<file path="config.mk">
export PLATFORM = sky130hd
export DESIGN_NAME = id_stage
export DESIGN_NICKNAME = d
export VERILOG_FILES = /design/src/rtl/id_stage.sv
export SDC_FILE = /design/constraint.sdc
export NUM_CORES = 1
export LEC_CHECK = 0
export BUFFER_PORTS_ARGS = -buffer_cell sky130_fd_sc_hd__buf_2
export CAP_MARGIN = 25
export CORE_ASPECT_RATIO = 0.75
export CORE_MARGIN = 2
export CORE_UTILIZATION = 42
export CTS_CLUSTER_DIAMETER = 120
export CTS_CLUSTER_SIZE = 30
export DETAILED_ROUTE_END_ITERATION = 6
export GPL_ROUTABILITY_DRIVEN = 0
export GPL_TIMING_DRIVEN = 0
export SLEW_MARGIN = 20
export SYNTH_ARGS = -nofsm -noshare
export SYNTH_HDL_FRONTEND = slang
export SYNTH_SLANG_ARGS = --single-unit
export TNS_END_PERCENT = 50
</file>
<file path="constraint.sdc">
create_clock -name clk -period 2.2 [get_ports clk]
set_input_delay 0.11 -clock clk [delete_from_list [all_inputs] [get_ports clk]]
set_output_delay 0.11 -clock clk [all_outputs]
set_load 0.02 [all_outputs]
</file>
<file path="src/rtl/id_stage.sv">
// Instruction-decode stage: holds the IR, the 8-entry register file and the ID/EX register,
// detects load-use and branch-operand hazards, and resolves BZ branches in ID.
module id_stage #(
  parameter int REG_WID = 16,
  parameter int IMM_WID = 6
) (
  input  logic               clk,
  input  logic               rst,
  input  logic [15:0]        instruction,
  input  logic               wb_we,
  input  logic [2:0]         wb_rd,
  input  logic [REG_WID-1:0] wb_data,
  output logic               enable1,
  output logic               branch_taken,
  output logic [IMM_WID-1:0] branch_offse,
  output logic [2:0]         ex_alu_op,
  output logic [REG_WID-1:0] ex_a,
  output logic [REG_WID-1:0] ex_b,
  output logic [REG_WID-1:0] ex_st_data,
  output logic [2:0]         ex_rd,
  output logic               ex_reg_we,
  output logic               ex_mem_rd,
  output logic               ex_mem_wr
);

  localparam logic [3:0] OP_ADD  = 4'h1;
  localparam logic [3:0] OP_SUB  = 4'h2;
  localparam logic [3:0] OP_AND  = 4'h3;
  localparam logic [3:0] OP_OR   = 4'h4;
  localparam logic [3:0] OP_XOR  = 4'h5;
  localparam logic [3:0] OP_SL   = 4'h6;
  localparam logic [3:0] OP_SR   = 4'h7;
  localparam logic [3:0] OP_SRU  = 4'h8;
  localparam logic [3:0] OP_ADDI = 4'h9;
  localparam logic [3:0] OP_LD   = 4'hA;
  localparam logic [3:0] OP_ST   = 4'hB;
  localparam logic [3:0] OP_BZ   = 4'hC;

  localparam logic [2:0] ALU_ADD = 3'd0;
  localparam logic [2:0] ALU_SUB = 3'd1;
  localparam logic [2:0] ALU_AND = 3'd2;
  localparam logic [2:0] ALU_OR  = 3'd3;
  localparam logic [2:0] ALU_XOR = 3'd4;
  localparam logic [2:0] ALU_SL  = 3'd5;
  localparam logic [2:0] ALU_SR  = 3'd6;
  localparam logic [2:0] ALU_SRU = 3'd7;

  logic [15:0]        ir;
  logic [REG_WID-1:0] rf [8];

  logic [3:0]         op;
  logic [2:0]         f_rd, f_rs1, f_rs2;
  logic [REG_WID-1:0] imm_ext;
  logic [REG_WID-1:0] rd_val, rs1_val, rs2_val;

  logic is_r, is_addi, is_ld, is_st, is_bz;
  logic uses_rs1, uses_rs2, uses_rd;
  logic load_use, br_dep, stall;

  logic [2:0]         nx_alu_op;
  logic [REG_WID-1:0] nx_a, nx_b, nx_st_data;
  logic [2:0]         nx_rd;
  logic               nx_reg_we, nx_mem_rd, nx_mem_wr;

  // Register read with write-through from WB; index 0 is hardwired to zero.
  function automatic logic [REG_WID-1:0] read_port(input logic [2:0] idx,
                                                   input logic [REG_WID-1:0] stored,
                                                   input logic we,
                                                   input logic [2:0] wr_idx,
                                                   input logic [REG_WID-1:0] wr_data);
    if (idx == 3'd0)
      return '0;
    else if (we && (wr_idx == idx))
      return wr_data;
    else
      return stored;
  endfunction

  assign op      = ir[15:12];
  assign f_rd    = ir[11:9];
  assign f_rs1   = ir[8:6];
  assign f_rs2   = ir[5:3];
  assign imm_ext = {{(REG_WID-IMM_WID){ir[IMM_WID-1]}}, ir[IMM_WID-1:0]};

  assign rd_val  = read_port(f_rd,  rf[f_rd],  wb_we, wb_rd, wb_data);
  assign rs1_val = read_port(f_rs1, rf[f_rs1], wb_we, wb_rd, wb_data);
  assign rs2_val = read_port(f_rs2, rf[f_rs2], wb_we, wb_rd, wb_data);

  always_comb begin
    is_r    = (op >= OP_ADD) && (op <= OP_SRU);
    is_addi = (op == OP_ADDI);
    is_ld   = (op == OP_LD);
    is_st   = (op == OP_ST);
    is_bz   = (op == OP_BZ);
  end

  // The rd field is a source for ST (store data) and BZ (tested register).
  assign uses_rs1 = is_r | is_addi | is_ld | is_st;
  assign uses_rs2 = is_r;
  assign uses_rd  = is_st | is_bz;

  assign load_use = ex_mem_rd && (ex_rd != 3'd0) &&
                    ((uses_rs1 && (ex_rd == f_rs1)) ||
                     (uses_rs2 && (ex_rd == f_rs2)) ||
                     (uses_rd  && (ex_rd == f_rd)));
  assign br_dep   = is_bz && ex_reg_we && (f_rd != 3'd0) && (ex_rd == f_rd);
  assign stall    = load_use | br_dep;

  assign enable1      = ~stall;
  assign branch_taken = is_bz && !stall && (rd_val == '0);
  assign branch_offse = is_bz ? ir[IMM_WID-1:0] : '0;

  always_comb begin
    nx_alu_op  = ALU_ADD;
    nx_a       = '0;
    nx_b       = '0;
    nx_st_data = '0;
    nx_rd      = 3'd0;
    nx_reg_we  = 1'b0;
    nx_mem_rd  = 1'b0;
    nx_mem_wr  = 1'b0;
    if (!stall) begin
      if (is_r) begin
        nx_a      = rs1_val;
        nx_b      = rs2_val;
        nx_rd     = f_rd;
        nx_reg_we = 1'b1;
        case (op)
          OP_SUB:  nx_alu_op = ALU_SUB;
          OP_AND:  nx_alu_op = ALU_AND;
          OP_OR:   nx_alu_op = ALU_OR;
          OP_XOR:  nx_alu_op = ALU_XOR;
          OP_SL:   nx_alu_op = ALU_SL;
          OP_SR:   nx_alu_op = ALU_SR;
          OP_SRU:  nx_alu_op = ALU_SRU;
          default: nx_alu_op = ALU_ADD;
        endcase
      end else if (is_addi || is_ld) begin
        nx_a      = rs1_val;
        nx_b      = imm_ext;
        nx_rd     = f_rd;
        nx_reg_we = 1'b1;
        nx_mem_rd = is_ld;
      end else if (is_st) begin
        nx_a       = rs1_val;
        nx_b       = imm_ext;
        nx_st_data = rd_val;
        nx_mem_wr  = 1'b1;
      end
      // NOP, BZ and undefined opcodes leave the bubble in place.
    end
  end

  always_ff @(posedge clk or negedge rst) begin
    if (!rst)
      ir <= '0;
    else if (branch_taken)
      ir <= '0;
    else if (enable1)
      ir <= instruction;
  end

  always_ff @(posedge clk or negedge rst) begin
    if (!rst) begin
      for (int unsigned i = 0; i < 8; i++)
        rf[i] <= '0;
    end else if (wb_we && (wb_rd != 3'd0)) begin
      rf[wb_rd] <= wb_data;
    end
  end

  always_ff @(posedge clk or negedge rst) begin
    if (!rst) begin
      ex_alu_op  <= ALU_ADD;
      ex_a       <= '0;
      ex_b       <= '0;
      ex_st_data <= '0;
      ex_rd      <= 3'd0;
      ex_reg_we  <= 1'b0;
      ex_mem_rd  <= 1'b0;
      ex_mem_wr  <= 1'b0;
    end else begin
      ex_alu_op  <= nx_alu_op;
      ex_a       <= nx_a;
      ex_b       <= nx_b;
      ex_st_data <= nx_st_data;
      ex_rd      <= nx_rd;
      ex_reg_we  <= nx_reg_we;
      ex_mem_rd  <= nx_mem_rd;
      ex_mem_wr  <= nx_mem_wr;
    end
  end

endmodule
</file>
==> results_dict.tcl <==
set metrics [dict create \
    outcome "finished with violations" \
    violations "negative setup slack" \
    cts_max_level 1 \
    post-route-min-period_ps 3010 \
    netlist_area_um2 11300 \
    synth_warnings 0 \
    grt-ovfl-total 0 \
    yosys.area.top_type "dfrtp_1" \
    layout_common_cells "dfrtp_1 (199), mux2_2 (104), buf_2 (99)" \
    netlist_top_cells_area "dfrtp_1 (45%), mux4_2 (18%), mux2_2 (11%)" \
    crit_required_ps 2090 \
    tightest_slew_ps 1070 \
    fin_ws_ps -812 \
    instances_no_fill 1365 \
    final_common_cell "dfrtp_1" \
    worstSetupPathType "reg2out" \
    dr.pass1.iters 5 \
    cts_tree "built" \
    grt_pass1_vias 8583 \
    post-place-ws_ps -1140 \
    clock-root-buffer "clkbuf_16" \
    nFillCells 2192 \
    maxCapViolations 0 \
    grt_max_degree 81 \
    antenna_found_initial 1 \
    fin_worst_skew_ps 20.3 \
    wire_per_inst_um 27.7 \
    period_share_pct 137 \
    synth.avg_cell_area_um2 13.3 \
    hold_class "in2reg" \
    hpwl_um 25100 \
    start_kind "flip-flop" \
    max_slew_margin_pct 28.1 \
    ys_seq_area_share_pct 44.7 \
    io_buffers 94 \
    clk_latency_ps 490 \
    initial_core_util_pct 43.0 \
    fmax_mhz 332 \
    numCtsBuffers 10 \
    stdcell_area_um2 14100 \
    ios 103 \
    placed_area_um2 12300 \
    vias 8469 \
    cts.reportedPaths.clkPinSlew_ps 110 \
    power-per-cell-area_nw_per_um2 747 \
    worstPathMaxFanout 4 \
    core_um2 26200 \
    dp.cells 1286 \
    yosysTopAreaCellShare_pct 44.7 \
    drtAntennaViolNets 0 \
    critical_path_arrival_ps 2900 \
    dieArea_um2 28100 \
    synth_seq_cells 201 \
    die_w_um 193 \
    drt-initial-drc-count 729 \
    p_leak_nw 5.96 \
    routed_wl_um 37800 \
    layout-drive-gt1-share_pct 50.9 \
    layout-area-overhead-vs-synth_pct 25.6 \
    num_rows 51 \
    rsz0062_at_grt "true" \
    cts_buffer_depth 3 \
    holdWs_ps 12.1 \
    slew_violations 0 \
    post_synth_num_cell_types 53 \
    total_power_w 0.0106 \
    final_nets 1057 \
    grtUsageTotal_pct 27.3 \
    hold_viol_final 0 \
    endpoint_kind "output port" \
    die_h_um 146 \
    cts.sinks 201 \
    max-vdd-ir-drop_v 0.000489 \
    setup_violations 71 \
    syn_inst 845 \
    syn-num-nets 883 \
    avgViaCountPerCell 6.20 \
    drc_errors 0 \
    grt_pass1_wl_um 55800 \
]
-- path summary, 6_finish.rpt --
kind	from	endpoint	slack [ps]	cells after the start
max	ir[10]	branch_taken	-810	11
min	wb_data[9]	rf[105]	10	2
max reg2reg	ir[10]	ir[5]	-480	12
min reg2reg	rf[112]	rf[112]	510	1
max in group asynchronous	rst	rf[61]	940	4
min in group asynchronous	rst	rf[99]	130	2
-- cell type report --
cell class,instances,area (µm²),area share (%)
sequential,201,5030,35.6
tap,344,430,3.05
antenna,2,5.00,0.0354
multi-input combinational,537,6290,44.5
clock buffer,11,275,1.95
timing repair buffer,164,1300,9.17
buffer,98,753,5.33
clock inverter,1,11.3,0.0797
inverter,7,32.5,0.230
-- kinds of logic after synthesis --
logic type	Yosys count	share of synthesized area (%)
muxes	263	34.8
DFF	201	44.7
and+or+nand+nor	142	6.71
AOI/OAI and AO/OA	113	7.80
buffers and inverters	107	4.49
xor gates and xnor gates	19	1.48
-- per-stage QoR --
stage          setup TNS (ps)  util (%)
2_1_floorplan           -1550         -
3_3_place_gp          -583780      46.6
3_5_place_dp           -63360      46.8
4_1_cts                -21520      52.9
5_1_grt                -28230      54.0
6_report               -21980      54.0
-- Yosys cell counts, drive strengths merged --
cell	count
a2111o	1
a2111oi	3
a211oi	35
a21oi	24
a22oi	5
a31oi	3
a41oi	1
and2	14
and3	2
buf	38
clkbuf	62
dfrtp	201
inv	7
mux2	105
mux2i	67
mux4	91
nand2	36
nand2b	2
nand4	6
nand4b	3
nor2	41
nor2b	6
nor3	17
nor3b	1
nor4	5
nor4b	1
nor4bb	2
o211ai	16
o21ai	20
o22ai	1
o31a	1
o31ai	1
o41ai	2
or3	3
or3b	1
or4	2
xnor2	10
xor2	9
-- state kept, by name, indices dropped and copies added, names as in the netlist --
register	cells
ex_rd	3
ex_mem_wr	1
ex_a	16
rf	128
ex_alu_op	3
ex_st_data	16
ex_mem_rd	1
ex_reg_we	1
ex_b	16
ir	16
-- power by group --
group / leakage (nW) / internal [W] / total (W) / switching [W]
Clock: 0.142 / 0.000919 / 0.00217 / 0.00125
Sequential: 2.50 / 0.00430 / 0.00483 / 0.000530
Combinational: 3.32 / 0.00183 / 0.00356 / 0.00173
Total: 5.96 / 0.00705 / 0.0106 / 0.00351
-- worst max-delay path: stages, from the launching register on --
cell	delay [ps]
dfrtp_1	410
buf_12	150
buf_16	130
xnor2_4	120
nand4_4	160
buf_12	130
buf_8	100
o31a_1	320
a41oi_4	200
nor4_4	370
and2_4	200
buf_6	110
-- what timing repair did --
action / 4_1_cts / 5_1_grt
buffers inserted: 35 / 10
setup endpoints to repair: 81 / 91
gates resized for setup: 180 / 40
hold buffers: 17 / 0
pin swaps: 18 / 12
endpoints found under the hold margin: 83 / 0
gates cloned: 4 / 2
-- per-layer routing --
| layer | up-vias | track usage, % | part of all wire (%) |
|---|---|---|---|
| met5 | - | 0 | 0 |
| met4 | 0 | 9.24 | 3.6 |
| met3 | 86 | 8.10 | 10 |
| met2 | 495 | 39.6 | 44 |
| met1 | 4365 | 39.3 | 42 |
| li1 | 3523 | - | - |
Note: power is estimated with default switching activity, not from simulation.
